## src/rtl/decrypt_pkg.sv

```systemverilog
// Shared constants for the decrypt datapath.
//   BYTE_W        : width of one pipeline byte
//   DEPTH_DEF     : default output-buffer depth (entries)
//   AF_MARGIN_DEF : default free-entry margin for almost_full
//   PIPE_LAT      : decrypt pipeline latency (bytes in flight once feeding stops)
package decrypt_pkg;
    localparam int BYTE_W        = 8;
    localparam int DEPTH_DEF     = 16;
    localparam int AF_MARGIN_DEF = 4;
    localparam int PIPE_LAT      = 3;
endpackage

```

## src/rtl/decrypt_fifo_mem.sv

```systemverilog
// Byte storage for the output buffer: one write port, combinational read.
//   clk, rst : clock and asynchronous active-low reset (array cleared to 0)
//   we       : write enable; wdata is stored at waddr on the rising edge
//   raddr    : read index; rdata follows it combinationally
module decrypt_fifo_mem
    import decrypt_pkg::*;
#(
    parameter int DEPTH = DEPTH_DEF,
    parameter int IW    = $clog2(DEPTH)
) (
    input  logic              clk,
    input  logic              rst,
    input  logic              we,
    input  logic [IW-1:0]     waddr,
    input  logic [BYTE_W-1:0] wdata,
    input  logic [IW-1:0]     raddr,
    output logic [BYTE_W-1:0] rdata
);

    logic [BYTE_W-1:0] mem_q [DEPTH];
    logic [BYTE_W-1:0] mem_d [DEPTH];

    always_comb begin
        mem_d = mem_q;
        if (we) begin
            mem_d[waddr] = wdata;
        end
    end

    // Clearing the array on reset makes the head read back as 0 right after reset.
    always_ff @(posedge clk or negedge rst) begin
        if (!rst) begin
            for (int i = 0; i < DEPTH; i++) begin
                mem_q[i] <= '0;
            end
        end else begin
            mem_q <= mem_d;
        end
    end

    assign rdata = mem_q[raddr];

endmodule

```

## src/rtl/decrypt_out_fifo.sv

```systemverilog
// Output buffer behind the decrypt pipeline. Captures every valid byte and
// re-issues them in order on a first-word-fall-through valid/ready stream.
//   clk, rst            : clock, asynchronous active-low reset
//   in_v, in_data       : byte strobe/data from the pipeline (no backpressure)
//   flush               : synchronous clear of contents, flags and counter
//   out_valid/ready/data: consumer stream
//   level               : stored entries
//   almost_full         : level >= DEPTH-AF_MARGIN (registered)
//   overflow            : sticky, a byte was dropped while full
//   byte_cnt            : accepted bytes, wraps
module decrypt_out_fifo
    import decrypt_pkg::*;
#(
    parameter int DEPTH     = DEPTH_DEF,
    parameter int AF_MARGIN = AF_MARGIN_DEF,
    parameter int CNT_W     = 16
) (
    input  logic                     clk,
    input  logic                     rst,
    input  logic                     in_v,
    input  logic [BYTE_W-1:0]        in_data,
    input  logic                     flush,
    output logic                     out_valid,
    input  logic                     out_ready,
    output logic [BYTE_W-1:0]        out_data,
    output logic [$clog2(DEPTH):0]   level,
    output logic                     almost_full,
    output logic                     overflow,
    output logic [CNT_W-1:0]         byte_cnt
);

    localparam int IW = $clog2(DEPTH);
    localparam int PW = IW + 1;
    localparam logic [PW-1:0] AF_LEVEL = PW'(DEPTH - AF_MARGIN);

    if (AF_MARGIN < PIPE_LAT) begin : g_bad_margin
        $error("AF_MARGIN must cover the decrypt pipeline latency");
    end
    if (DEPTH < 4 || (DEPTH & (DEPTH - 1)) != 0) begin : g_bad_depth
        $error("DEPTH must be a power of 2 and at least 4");
    end

    logic [PW-1:0]    wr_ptr_q, wr_ptr_d;
    logic [PW-1:0]    rd_ptr_q, rd_ptr_d;
    logic [PW-1:0]    level_q, level_d;
    logic             af_q, af_d;
    logic             ovf_q, ovf_d;
    logic [CNT_W-1:0] cnt_q, cnt_d;

    logic empty, full, pop, push, drop;

    assign empty = (wr_ptr_q == rd_ptr_q);
    // Same index with opposite wrap bit means the writer is a full lap ahead.
    assign full  = (wr_ptr_q[IW-1:0] == rd_ptr_q[IW-1:0]) && (wr_ptr_q[IW] != rd_ptr_q[IW]);
    assign pop   = !empty && out_ready;
    // A pop frees the head slot this cycle, so a full buffer can still take a byte.
    assign push  = in_v && !flush && (!full || pop);
    assign drop  = in_v && !flush && full && !pop;

    always_comb begin
        wr_ptr_d = wr_ptr_q;
        rd_ptr_d = rd_ptr_q;
        level_d  = level_q;
        ovf_d    = ovf_q;
        cnt_d    = cnt_q;
        if (flush) begin
            wr_ptr_d = '0;
            rd_ptr_d = '0;
            level_d  = '0;
            ovf_d    = 1'b0;
            cnt_d    = '0;
        end else begin
            if (pop) begin
                rd_ptr_d = rd_ptr_q + PW'(1);
            end
            if (push) begin
                wr_ptr_d = wr_ptr_q + PW'(1);
                cnt_d    = cnt_q + CNT_W'(1);
            end
            if (drop) begin
                ovf_d = 1'b1;
            end
            case ({push, pop})
                2'b10:   level_d = level_q + PW'(1);
                2'b01:   level_d = level_q - PW'(1);
                default: level_d = level_q;
            endcase
        end
        // Derived from the next level so the flag lines up with level.
        af_d = (level_d >= AF_LEVEL);
    end

    always_ff @(posedge clk or negedge rst) begin
        if (!rst) begin
            wr_ptr_q <= '0;
            rd_ptr_q <= '0;
            level_q  <= '0;
            af_q     <= 1'b0;
            ovf_q    <= 1'b0;
            cnt_q    <= '0;
        end else begin
            wr_ptr_q <= wr_ptr_d;
            rd_ptr_q <= rd_ptr_d;
            level_q  <= level_d;
            af_q     <= af_d;
            ovf_q    <= ovf_d;
            cnt_q    <= cnt_d;
        end
    end

    decrypt_fifo_mem #(
        .DEPTH (DEPTH),
        .IW    (IW)
    ) u_mem (
        .clk   (clk),
        .rst   (rst),
        .we    (push),
        .waddr (wr_ptr_q[IW-1:0]),
        .wdata (in_data),
        .raddr (rd_ptr_q[IW-1:0]),
        .rdata (out_data)
    );

    assign out_valid   = !empty;
    assign level       = level_q;
    assign almost_full = af_q;
    assign overflow    = ovf_q;
    assign byte_cnt    = cnt_q;

endmodule

```

## config.mk

```make
export PLATFORM = sky130hd
export DESIGN_NAME = decrypt_out_fifo
export DESIGN_NICKNAME = d
export VERILOG_FILES = /design/src/rtl/decrypt_pkg.sv /design/src/rtl/decrypt_fifo_mem.sv /design/src/rtl/decrypt_out_fifo.sv
export SDC_FILE = /design/constraint.sdc
export NUM_CORES = 1
export LEC_CHECK = 0
export CORE_MARGIN = 2
export CORE_UTILIZATION = 40
export CTS_CLUSTER_DIAMETER = 30
export DETAILED_ROUTE_END_ITERATION = 7
export GPL_TIMING_DRIVEN = 1
export HOLD_SLACK_MARGIN = 0.08
export PLACE_DENSITY = 0.57
export SLEW_MARGIN = 20
export SYNTH_ARGS = -nofsm -noshare
export SYNTH_HDL_FRONTEND = slang
export SYNTH_SLANG_ARGS = --single-unit
```

## constraint.sdc

```tcl
create_clock -name clk -period 3.1 [get_ports clk]
set_clock_uncertainty 0.05 [all_clocks]
set_input_delay 0.93 -clock clk [delete_from_list [all_inputs] [get_ports clk]]
set_output_delay 0.93 -clock clk [all_outputs]
set_load 0.1 [all_outputs]
```

==> impl_results.rst, run 1 <==
.. list-table::
   :header-rows: 1

   * - Metric
     - Value
   * - Antenna violations before repair
     - 0
   * - Max Root-Sink Buffers
     - 2
   * - Worst-path fanout max
     - 16
   * - PwrDens
     - 652 nW/um^2
   * - Worst slew pin tran
     - 638 ps
   * - All-Layer GR Usage
     - 18.7%
   * - Total count of hold-check failures in the final report
     - 0
   * - Worst-skew pair later-pin latency
     - between 400 and 500 ps
   * - Count of flip-flops with a built-in enable after synthesis
     - 0
   * - P_sw
     - roughly 2100 uW
   * - Fraction of layout cells with a size suffix above 1
     - approximately half
   * - Required time at the endpoint of the critical path
     - 2120 ps
   * - Buffering stage count on the worst path with inverters included
     - 2
   * - Number of remaining DRC errors
     - 0
   * - Iter 0 DRT Violations
     - about 220
   * - Clock tree from TritonCTS
     - yes
   * - Vias after detailed routing
     - 4754
   * - Maximum number of pins on one net before global-route repair
     - 49
   * - Clock slew seen by the registers of the worst setup and hold paths
     - 70 ps
   * - Area growth from synthesis to layout
     - 23.7%
   * - Post-detail-place hpwl
     - 12.6 mm
   * - Static leakage
     - approximately 0.0044 uW
   * - Share of total power in sequential cells
     - a little under two fifths
   * - Post-Layout Inst Area
     - around 10000 um^2
   * - Time the final worst path needs with I/O delays and setup
     - approximately 3400 ps
   * - Violated checks
     - setup timing
   * - Run status
     - finished, violations left
   * - Commonest non-fill, non-tap cells in the layout
     - dfrtp_1 (160), mux2_4 (72), buf_4 (61)
   * - Chip Width
     - approximately 150 um
   * - Area of the mapped netlist
     - 8130 um^2
   * - Number of failing setup endpoints in the final timing report
     - 8
   * - Cell count after placement
     - around 870
   * - Most frequent standard cell in the layout excluding fill and tap cells
     - dfrtp_1
   * - Most common flop cell mapped by yosys
     - dfrtp_1
   * - Slowest library cell on the worst path
     - mux4_2
   * - Clock root buffer
     - clkbuf_16
   * - Worst hold margin
     - 382 ps
   * - FILL cells
     - 1679
   * - Max VDD drop
     - 0.630 mV
   * - Synthesized netlist cell count
     - approximately 530
   * - Die Outline Area
     - about 21000 um^2
   * - Share of the core filled with cells in the final layout
     - about half
   * - Crit path from
     - rd_ptr_q[0]$_DFFE_PN0P_
   * - Reg2Reg Launch Point
     - rd_ptr_q[0]$_DFFE_PN0P_
   * - Category of the worst setup path capture point
     - output pin
   * - Starting density of the core
     - 40.4%
   * - Area used by sequential logic in the layout
     - between 4000 and 5000 um^2
   * - Count of placed standard cells in the final layout, fillers left out
     - approximately 900
   * - Power Internal
     - 4470 uW
   * - Net total in the final layout
     - roughly 640
   * - Share of async-settable or async-resettable flops after synthesis
     - 100%
   * - Number of I/O port buffers
     - 44
   * - FF-to-FF setup slack
     - 200 ps
   * - Type of the most critical hold path
     - primary input to asynchronous set/reset pin
   * - Clock share of power
     - 34.4%
   * - Number of warning messages in the yosys log
     - 0
   * - Reg-to-Reg End
     - almost_full$_DFF_PN0_
   * - Top Ports
     - 45
   * - Kind of start point of the critical path
     - flip-flop
   * - Final-report max-slew violation count
     - 0
   * - Yosys cell types
     - 44
   * - FF+latch count, synth
     - 161
   * - Routed length per placed instance
     - 20.9 um
   * - Number of buffers created by CTS
     - 17
   * - Critical Path AT
     - 2400 ps
   * - Remaining global-route overflow
     - 0
   * - Critical Path, Cell by Cell
     - buf_12, mux4_2, mux4_2, buf_12
   * - Max-cap violation count
     - 0
   * - Via density per instance
     - 5.30
   * - Standard cell area after detailed placement
     - 9410 um^2
   * - Number of nets still failing antenna checks after routing
     - 0
   * - Nets in the synthesized netlist
     - between 500 and 600
   * - Post-synthesis area per instance
     - approximately 15 um^2
   * - Vert. Die Dim
     - 147 um
   * - Max stage delay on crit path
     - 550 ps
   * - Worst reg2reg path depth
     - 12
   * - Multi-input logic area
     - 3950 um^2
   * - Final worst path period share
     - 109%
   * - Critical path start-end classification
     - flip-flop to output pin
   * - Number of rows in the core area
     - 52
   * - Final weighted congestion in routability-driven placement
     - around 0.77
   * - Fraction of power consumed by combinational cells
     - 28.8%
   * - Family with the most delay on the worst path
     - multiplexers
   * - Global-route wire length before repair
     - 30.5 mm
   * - Via count of the first global-routing pass
     - 5162
   * - Sequential area share after synthesis
     - between 40 and 50%
   * - Placeable core region
     - 20100 um^2
   * - Clock H-tree levels
     - 4
   * - Smallest setup slack after layout
     - -285 ps
   * - Worst relative slew slack
     - 57.3%
   * - Worst setup endpoint
     - out_data[6]
   * - Final WL
     - 18.7 mm
   * - CTS sink count
     - between 150 and 200
   * - Detailed-router iteration count before antenna repair
     - 4
   * - Ant. Diodes
     - 0
   * - Timing-limited maximum frequency
     - around 300 MHz
   * - Setup repair after global routing missed its margin
     - true
   * - Cell depth of the worst setup path
     - 4
   * - Switching part of the total
     - roughly a third
power groups by stage:
stage,clock [uW],sequential [uW],combinational (uW)
CTS,2300,2410,1900
floorplan,0,2570,1130
detailed placement,0,2450,1890
global route,2390,2440,1990
global placement,0,2440,1880
finish,2260,2410,1890
worst min-delay path by stage:
| stage | slack, ps | to | startpoint |
|---|---|---|---|
| CTS | 400 | level[3]$_DFF_PN0_ | rst |
| global placement | 410 | byte_cnt[15]$_DFFE_PN0P_ | byte_cnt[15]$_DFFE_PN0P_ |
| detailed placement | 430 | byte_cnt[15]$_DFFE_PN0P_ | byte_cnt[15]$_DFFE_PN0P_ |
| floorplan | 430 | u_mem.mem_q[104]$_DFFE_PN0P_ | u_mem.mem_q[104]$_DFFE_PN0P_ |
| global route | 400 | level[3]$_DFF_PN0_ | rst |
| finish | 380 | level[3]$_DFF_PN0_ | rst |
area by class of cell:
class / count / share of cell area (%)
sequential: 161 / 40.1
multi-input combinational: 331 / 39.3
timing repair buffer: 99 / 10.8
clock buffer: 22 / 4.72
tap: 270 / 3.36
clock inverter: 8 / 1.52
inverter: 6 / 0.224
stage by stage:
step | power [uW] | setup slack [ps] | TNS (ps)
CTS | 6620 | -317 | -2380
global placement | 4320 | -291 | -652
global route | 6820 | -356 | -2640
finish | 6560 | -285 | -2110
detailed placement | 4350 | -406 | -1260
floorplan | 3700 | -116 | -208
layer usage:
| layer | wire (um) | track usage [%] |
|---|---|---|
| met5 | 0 | 0 |
| met4 | 301 | 5.10 |
| met3 | 665 | 3.50 |
| met2 | 9110 | 30.1 |
| met1 | 8660 | 26.3 |
worst reg2reg max path: cells and delay by family, from the launching register on:
family,cells,cell delay [ps]
DFF,1,480
xor gates and xnor gates,3,490
AOI/OAI and AO/OA,4,440
buffers and inverters,1,190
and+or+nand+nor,2,670
adders and majority gates,2,450
synth_stat cells, types with 6 or more instances:
library cell	number	share of area, %
dfrtp_1	161	50
mux2_4	72	13
mux2_2	56	7.8
mux4_2	40	11
nor2_1	27	1.2
clkbuf_1	24	1.1
xnor2_1	18	1.9
nand2_1	14	0.65
nand2b_1	12	0.92
mux2i_1	11	1.4
a21oi_1	10	0.62
ha_1	9	1.4
nor3_4	9	1.8
nand4_1	8	0.62
inv_1	6	0.28
nand3_1	6	0.37
kinds of logic after synthesis:
| kind of cell | Yosys count | synth area share, % |
|---|---|---|
| buffers and inverters | 41 | 2.40 |
| flip-flops | 161 | 49.6 |
| adder cells (fa/ha/maj) | 9 | 1.39 |
| AO/OA/AOI/OAI | 29 | 2.40 |
| multiplexers | 179 | 33.5 |
| XOR/XNOR | 24 | 2.95 |
| AND/OR/NAND/NOR | 90 | 7.82 |
registers in the layout (all words and copies together) (netlist names):
signal and flops:
overflow 1, rd_ptr_q 5, almost_full 1, level 5
byte_cnt 16, wr_ptr_q 5, u_mem.mem_q 128
timing repair:
item / in CTS / in global routing
hold buffers: 0 / 0
gates resized for setup: 1 / 3
endpoints found under the setup margin: 9 / 10
setup buffers: 0 / 1
pin swaps: 1 / 0
Power figures use the tool's default switching activity.
==> run 2, diff against run 1 <==
--- a/config.mk
+++ b/config.mk
@@ -5,13 +5,15 @@
 export SDC_FILE = /design/constraint.sdc
 export NUM_CORES = 1
 export LEC_CHECK = 0
+export CELL_PAD_IN_SITES_DETAIL_PLACEMENT = 1
+export CELL_PAD_IN_SITES_GLOBAL_PLACEMENT = 1
 export CORE_MARGIN = 2
 export CORE_UTILIZATION = 40
 export CTS_CLUSTER_DIAMETER = 30
 export DETAILED_ROUTE_END_ITERATION = 7
 export GPL_TIMING_DRIVEN = 1
 export HOLD_SLACK_MARGIN = 0.08
-export PLACE_DENSITY = 0.57
+export PLACE_DENSITY = 0.66
 export SLEW_MARGIN = 20
 export SYNTH_ARGS = -nofsm -noshare
 export SYNTH_HDL_FRONTEND = slang
==> impl_results.rst, run 2 (synthesis results as in run 1) <==
.. list-table::
   :header-rows: 1

   * - Metric
     - Value
   * - Final worst path period share
     - 112%
   * - Max VDD drop
     - 0.645 mV
   * - Number of remaining DRC errors
     - 0
   * - Vert. Die Dim
     - 147 um
   * - Via count of the first global-routing pass
     - 5375
   * - Clock tree from TritonCTS
     - yes
   * - CTS sink count
     - 161
   * - Commonest non-fill, non-tap cells in the layout
     - dfrtp_1 (160), mux2_4 (72), buf_4 (59)
   * - Number of nets still failing antenna checks after routing
     - 0
   * - Time the final worst path needs with I/O delays and setup
     - 3460 ps
   * - Iter 0 DRT Violations
     - 222
   * - Largest Register
     - u_mem.mem_q
   * - Total count of hold-check failures in the final report
     - 0
   * - Kind of start point of the critical path
     - flip-flop
   * - Final WL
     - 20.8 mm
   * - Maximum number of pins on one net before global-route repair
     - 89
   * - Standard cell area after detailed placement
     - 9340 um^2
   * - Slowest library cell on the worst path
     - mux4_2
   * - Number of buffers created by CTS
     - 17
   * - Worst-path fanout max
     - 5
   * - Via density per instance
     - 5.37
   * - Post-placement setup slack
     - -369 ps
   * - Chip Width
     - 147 um
   * - Required time at the endpoint of the critical path
     - around 2100 ps
   * - Reg2Reg Launch Point
     - rd_ptr_q[0]$_DFFE_PN0P_
   * - Worst slew pin tran
     - 733 ps
   * - Category of the worst setup path capture point
     - output pin
   * - Net total in the final layout
     - roughly 640
   * - Fraction of layout cells with a size suffix above 1
     - 51.4%
   * - Top Ports
     - between 40 and 50
   * - Post-detail-place hpwl
     - 13.0 mm
   * - Starting density of the core
     - between 40% and 50%
   * - Static leakage
     - 0.00444 uW
   * - Flip-flop count of the largest register, all copies and words added
     - roughly 130
   * - Routed length per placed instance
     - 23.0 um
   * - Placeable core region
     - 20100 um^2
   * - Timing-limited maximum frequency
     - between 200 and 300 MHz
   * - Number of buffers added to fix hold violations after cts
     - 0
   * - Run status
     - finished, violations left
   * - Worst relative slew slack
     - 51.0%
   * - Smallest setup slack after layout
     - -362 ps
   * - Violated checks
     - setup timing
   * - Share of the core filled with cells in the final layout
     - between 50% and 60%
   * - Remaining global-route overflow
     - 0
   * - Clock root buffer
     - clkbuf_16
   * - Vias after detailed routing
     - 4844
   * - Max stage delay on crit path
     - 550 ps
   * - Post-Layout Inst Area
     - 10100 um^2
   * - Area growth from synthesis to layout
     - 24.0%
   * - Number of I/O port buffers
     - 44
   * - Antenna violations before repair
     - 0
   * - Setup repair after global routing missed its margin
     - true
   * - Critical Path AT
     - ~2500 ps
   * - Critical Path, Cell by Cell
     - buf_6, buf_12, mux4_2, mux4_2, buf_12
   * - All-Layer GR Usage
     - 20.6%
   * - Die Outline Area
     - roughly 21000 um^2
   * - Worst-skew pair later-pin latency
     - 440 ps
   * - Crit path from
     - rd_ptr_q[0]$_DFFE_PN0P_
   * - Max Root-Sink Buffers
     - 2
   * - Number of rows in the core area
     - 52
   * - PwrDens
     - about 650 nW/um^2
   * - Most frequent standard cell in the layout excluding fill and tap cells
     - dfrtp_1
   * - Critical path start-end classification
     - flip-flop to output pin
   * - Worst reg2reg path depth
     - 15
   * - Max-cap violation count
     - 0
   * - Global-route wire length before repair
     - approximately 33 mm
   * - Final-report max-slew violation count
     - 0
   * - Ant. Diodes
     - 0
   * - Type of the most critical hold path
     - primary input to asynchronous set/reset pin
   * - Clock slew seen by the registers of the worst setup and hold paths
     - roughly 70 ps
   * - Clock H-tree levels
     - 4
   * - Detailed-router iteration count before antenna repair
     - 4
   * - Final weighted congestion in routability-driven placement
     - 0.745
   * - Number of failing setup endpoints in the final timing report
     - 8
run 2: timing repair:
item | 4_1_cts | 5_1_grt
buffers inserted | 6 | 5
cloned | 3 | 0
endpoints found under the setup margin | 8 | 11
resized for setup | 9 | 7
pin swaps | 2 | 3
run 2: area by class of cell:
| type | instances | area [um^2] |
|---|---|---|
| repair buffers | 102 | 1150 |
| inverters | 6 | 22.5 |
| fillers | 1943 | 10000 |
| multi-input cells | 331 | 3970 |
| flip-flops and latches | 161 | 4030 |
| clock inverters | 15 | 149 |
| clock buffers | 17 | 425 |
| well taps | 270 | 338 |
run 2: power breakdown:
group / internal, uW / switching [uW] / total (uW)
Sequential: 2280 / 143 / 2430
Clock: 1130 / 941 / 2070
Combinational: 849 / 1180 / 2030
run 2: worst max-delay path, delay by kind of cell (launching register included):
kind / cells / cell delay, ps
buffers and inverters: 3 / 480
DFF: 1 / 470
muxes: 2 / 1090
run 2: metrics by stage:
step	power [uW]	std cells	hold WS [ps]	TNS (ps)
6_report	6530	902	353	-2630
5_1_grt	6780	902	367	-2990
4_1_cts	6600	900	349	-3270
3_5_place_dp	4350	859	441	-1450
3_3_place_gp	4300	859	414	-601
2_1_floorplan	3700	533	425	-208
run 2: layer usage:
layer  GRT usage, %  up-vias  wire, um
li1               -     2127         -
met1           27.4     2615      9270
met2           35.0       81     10700
met3           3.91       21       628
met4           4.81        0       189
met5              0        -         0
run 2: path summary, 6_finish.rpt:
check / end / slack [ps]
setup / recovery: out_data[2] / -360
hold / removal: level[2]$_DFF_PN0_ / 350
setup reg to reg: almost_full$_DFF_PN0_ / 130
hold reg to reg: byte_cnt[15]$_DFFE_PN0P_ / 450
max in group asynchronous: u_mem.mem_q[75]$_DFFE_PN0P_ / 1840
min in group clk: byte_cnt[15]$_DFFE_PN0P_ / 450
==> run 3, diff against run 2 <==
--- a/config.mk
+++ b/config.mk
@@ -5,6 +5,7 @@
 export SDC_FILE = /design/constraint.sdc
 export NUM_CORES = 1
 export LEC_CHECK = 0
+export ABC_AREA = 1
 export CELL_PAD_IN_SITES_DETAIL_PLACEMENT = 1
 export CELL_PAD_IN_SITES_GLOBAL_PLACEMENT = 1
 export CORE_MARGIN = 2
@@ -13,7 +14,8 @@
 export DETAILED_ROUTE_END_ITERATION = 7
 export GPL_TIMING_DRIVEN = 1
 export HOLD_SLACK_MARGIN = 0.08
-export PLACE_DENSITY = 0.66
+export PLACE_DENSITY = 0.73
+export SETUP_SLACK_MARGIN = 0.2
 export SLEW_MARGIN = 20
 export SYNTH_ARGS = -nofsm -noshare
 export SYNTH_HDL_FRONTEND = slang
==> impl_results.rst, run 3 <==
.. list-table::
   :header-rows: 1

   * - Metric
     - Value
   * - Run status
     - finished, violations left
   * - Violated checks
     - setup timing
   * - Share of the core filled with cells in the final layout
     - 50.3%
   * - Reg-to-Reg End
     - almost_full$_DFF_PN0_
   * - Ant. Diodes
     - 0
   * - Max Root-Sink Buffers
     - 2
   * - Category of the worst setup path capture point
     - output pin
   * - Reg2Reg Launch Point
     - rd_ptr_q[0]$_DFFE_PN0P_
   * - Total count of hold-check failures in the final report
     - 0
   * - Clock H-tree levels
     - 4
   * - Multi-input logic area
     - 4040 um^2
   * - Clock slew seen by the registers of the worst setup and hold paths
     - 70 ps
   * - Number of rows in the core area
     - 52
   * - Critical path start-end classification
     - flip-flop to output pin
   * - Setup repair after global routing missed its margin
     - true
   * - Max-cap violation count
     - 0
   * - Largest Register
     - u_mem.mem_q
   * - Top cells by area in the synthesized netlist
     - dfrtp_1 (48%), nand2_1 (16%), nand3_1 (11%)
   * - Smallest setup slack after layout
     - -87.1 ps
   * - FF-to-FF setup slack
     - roughly 380 ps
   * - Clock tree from TritonCTS
     - yes
   * - Yosys cell types
     - 28
   * - Share of total power in sequential cells
     - 35.7%
   * - Starting density of the core
     - 41.0%
   * - Number of I/O port buffers
     - 44
   * - Worst reg2reg path depth
     - 21
   * - Fraction of power consumed by combinational cells
     - 32.2%
   * - Final weighted congestion in routability-driven placement
     - 0.839
   * - Most frequent standard cell in the layout excluding fill and tap cells
     - nand2_1
   * - Switching part of the total
     - a little under two fifths
   * - Synth top cells by count
     - nand2_1 (355), nand3_1 (182), dfrtp_1 (161)
   * - Net total in the final layout
     - 1185
   * - Via density per instance
     - 5.49
   * - Post-synthesis area per instance
     - 7.63 um^2
   * - Static leakage
     - 0.00525 uW
   * - Number of remaining DRC errors
     - 0
   * - Most common flop cell mapped by yosys
     - dfrtp_1
   * - FILL cells
     - 2531
   * - CTS sink count
     - about 160
   * - Final WL
     - 28.4 mm
   * - Final worst path period share
     - 103%
   * - Required time at the endpoint of the critical path
     - 2120 ps
   * - Final-report max-slew violation count
     - 0
   * - Worst slew pin tran
     - 735 ps
   * - Commonest non-fill, non-tap cells in the layout
     - nand2_1 (353), nand3_1 (171), dfrtp_1 (160)
   * - Number of warning messages in the yosys log
     - 0
   * - Via count of the first global-routing pass
     - 8156
   * - Placeable core region
     - ~20000 um^2
   * - Vert. Die Dim
     - around 150 um
   * - Post-detail-place hpwl
     - 18.3 mm
   * - Nets in the synthesized netlist
     - 1120
   * - Antenna violations before repair
     - 0
   * - Top Ports
     - between 40 and 50
   * - Detailed-router iteration count before antenna repair
     - 5
   * - Chip Width
     - roughly 150 um
   * - Iter 0 DRT Violations
     - 601
   * - Area of the mapped netlist
     - between 8000 and 9000 um^2
   * - Cell with the most instances after synthesis
     - nand2_1
   * - P_sw
     - about 2600 uW
   * - FF+latch count, synth
     - about 160
   * - PwrDens
     - 672 nW/um^2
   * - Clock root buffer
     - clkbuf_16
   * - Type of the most critical hold path
     - flip-flop to flip-flop
   * - Sequential area share after synthesis
     - about half
   * - Share of the synthesized area in the top cell type
     - 48.1%
   * - Share of async-settable or async-resettable flops after synthesis
     - 100%
   * - Vias after detailed routing
     - between 7000 and 8000
   * - Fraction of layout cells with a size suffix above 1
     - 15.6%
   * - Cell accounting for the most synthesized area
     - dfrtp_1
   * - Area used by sequential logic in the layout
     - 4030 um^2
   * - Power Internal
     - around 4300 uW
   * - Flip-flop count of the largest register, all copies and words added
     - 128
   * - Number of failing setup endpoints in the final timing report
     - 5
   * - Worst-skew pair later-pin latency
     - 420 ps
   * - Worst hold margin
     - 418 ps
   * - Timing-limited maximum frequency
     - between 300 and 400 MHz
   * - Remaining global-route overflow
     - 0
   * - Critical Path AT
     - 2210 ps
   * - Crit path from
     - rd_ptr_q[0]$_DFFE_PN0P_
   * - Clock share of power
     - between 30% and 40%
   * - Worst relative slew slack
     - 50.8%
   * - Global-route wire length before repair
     - approximately 45 mm
   * - Max VDD drop
     - 0.324 mV
   * - Worst-path fanout max
     - 6
   * - Number of buffers created by CTS
     - 17
   * - Maximum number of pins on one net before global-route repair
     - between 60 and 70
   * - Sum of internal, switching and leakage power
     - 6910 uW
   * - Synthesized netlist cell count
     - approximately 1100
   * - Count of flip-flops with a built-in enable after synthesis
     - 0
   * - Kind of start point of the critical path
     - flip-flop
   * - Number of nets still failing antenna checks after routing
     - 0
   * - Number of buffers added to fix hold violations after cts
     - 0
   * - Die Outline Area
     - 22100 um^2
   * - Routed length per placed instance
     - 19.7 um
   * - Time the final worst path needs with I/O delays and setup
     - 3190 ps
   * - Area growth from synthesis to layout
     - 22.5%
   * - Worst setup endpoint
     - out_data[2]
   * - All-Layer GR Usage
     - roughly a quarter
-- run 3: cell types whose count changed in the layout (fill, tap and decap cells not counted), moves of 14 or more --
cell | previous run | this run
nand2_1 | 14 | 353
nand3_1 | 6 | 171
nor2_1 | 27 | 123
mux2_4 | 72 | 0
mux2_2 | 56 | 0
o21ai_0 | 2 | 58
mux4_2 | 40 | 0
nand2_2 | 0 | 19
inv_1 | 5 | 23
o21ai_1 | 0 | 17
o22ai_1 | 0 | 16
xor2_1 | 2 | 17
buf_4 | 59 | 73
-- run 3: cells by family (layout without fill, tap and decap cells) --
kind of cell	Yosys count	count (layout)	synth area share [%]
AND/OR/NAND/NOR	693	693	34.6
AO/OA/AOI/OAI	114	114	7.61
flip-flops	161	161	48.1
adder cells (fa/ha/maj)	9	9	1.34
XOR/XNOR	26	26	2.72
buffers and inverters	95	173	5.69
-- run 3: final cells by class --
| cell class | count | share of cell area, % |
|---|---|---|
| Multi-Input combinational cell | 842 | 39.3 |
| Tap cell | 270 | 3.29 |
| Timing Repair inverter | 1 | 0.0487 |
| Clock inverter | 14 | 1.77 |
| Inverter | 30 | 1.21 |
| Clock buffer | 18 | 4.18 |
| Sequential cell | 161 | 39.2 |
| Timing Repair Buffer | 110 | 11.0 |
-- run 3: stage by stage --
| step | cells | setup TNS, ps | area, um^2 | setup slack (ps) |
|---|---|---|---|---|
| 5_1_grt | 1446 | -787 | 10300 | -146 |
| 3_3_place_gp | 1402 | 0 | 9400 | 68.5 |
| 4_1_cts | 1441 | -158 | 10200 | -48.3 |
| 6_report | 1446 | -211 | 10300 | -87.1 |
| 3_5_place_dp | 1402 | -6.09 | 9400 | -6.09 |
| 2_1_floorplan | 1098 | 0 | 8470 | 190 |
-- run 3: power groups by stage --
stage               logic (uW)  registers [uW]  clock network, uW
floorplan                 1170            2610                  0
global placement          2030            2480                  0
detailed placement        2060            2490                  0
CTS                       2190            2460               2260
global route              2380            2490               2330
finish                    2220            2470               2220
-- run 3: worst min-delay path by stage --
stage | start | cells after the start | slack (ps) | endpoint
6_report | u_mem.mem_q[11]$_DFFE_PN0P_ | 2 | 420 | u_mem.mem_q[11]$_DFFE_PN0P_
3_3_place_gp | u_mem.mem_q[46]$_DFFE_PN0P_ | 2 | 400 | u_mem.mem_q[46]$_DFFE_PN0P_
3_5_place_dp | u_mem.mem_q[86]$_DFFE_PN0P_ | 2 | 400 | u_mem.mem_q[86]$_DFFE_PN0P_
5_1_grt | u_mem.mem_q[15]$_DFFE_PN0P_ | 2 | 440 | u_mem.mem_q[15]$_DFFE_PN0P_
2_1_floorplan | u_mem.mem_q[104]$_DFFE_PN0P_ | 2 | 390 | u_mem.mem_q[104]$_DFFE_PN0P_
4_1_cts | u_mem.mem_q[20]$_DFFE_PN0P_ | 2 | 420 | u_mem.mem_q[20]$_DFFE_PN0P_
-- run 3: critical path, stage by stage, from the launching register on --
cell and delay, ps:
dfrtp_2 440, buf_12 150, buf_8 140, buf_6 120, nor2_4 90, nor2_2 50, o21ai_1 90, o211ai_1 120
o211ai_1 200, nand3_2 170, buf_12 210
-- run 3: timing repair --
action                                  in CTS  in global routing
endpoints found under the setup margin       8                 12
cloned                                       1                  1
hold endpoints to repair                     0                  0
gates resized for setup                     46                 12
pin swaps                                   14                 10
setup buffers                                6                  4
-- run 3: per-layer routing --
metal	routed length (um)	vias up	global-route usage, %
met3	1180	32	3.58
li1	-	3713	-
met5	0	-	0
met1	13000	4007	36.9
met4	442	0	5.95
met2	13800	187	44.4
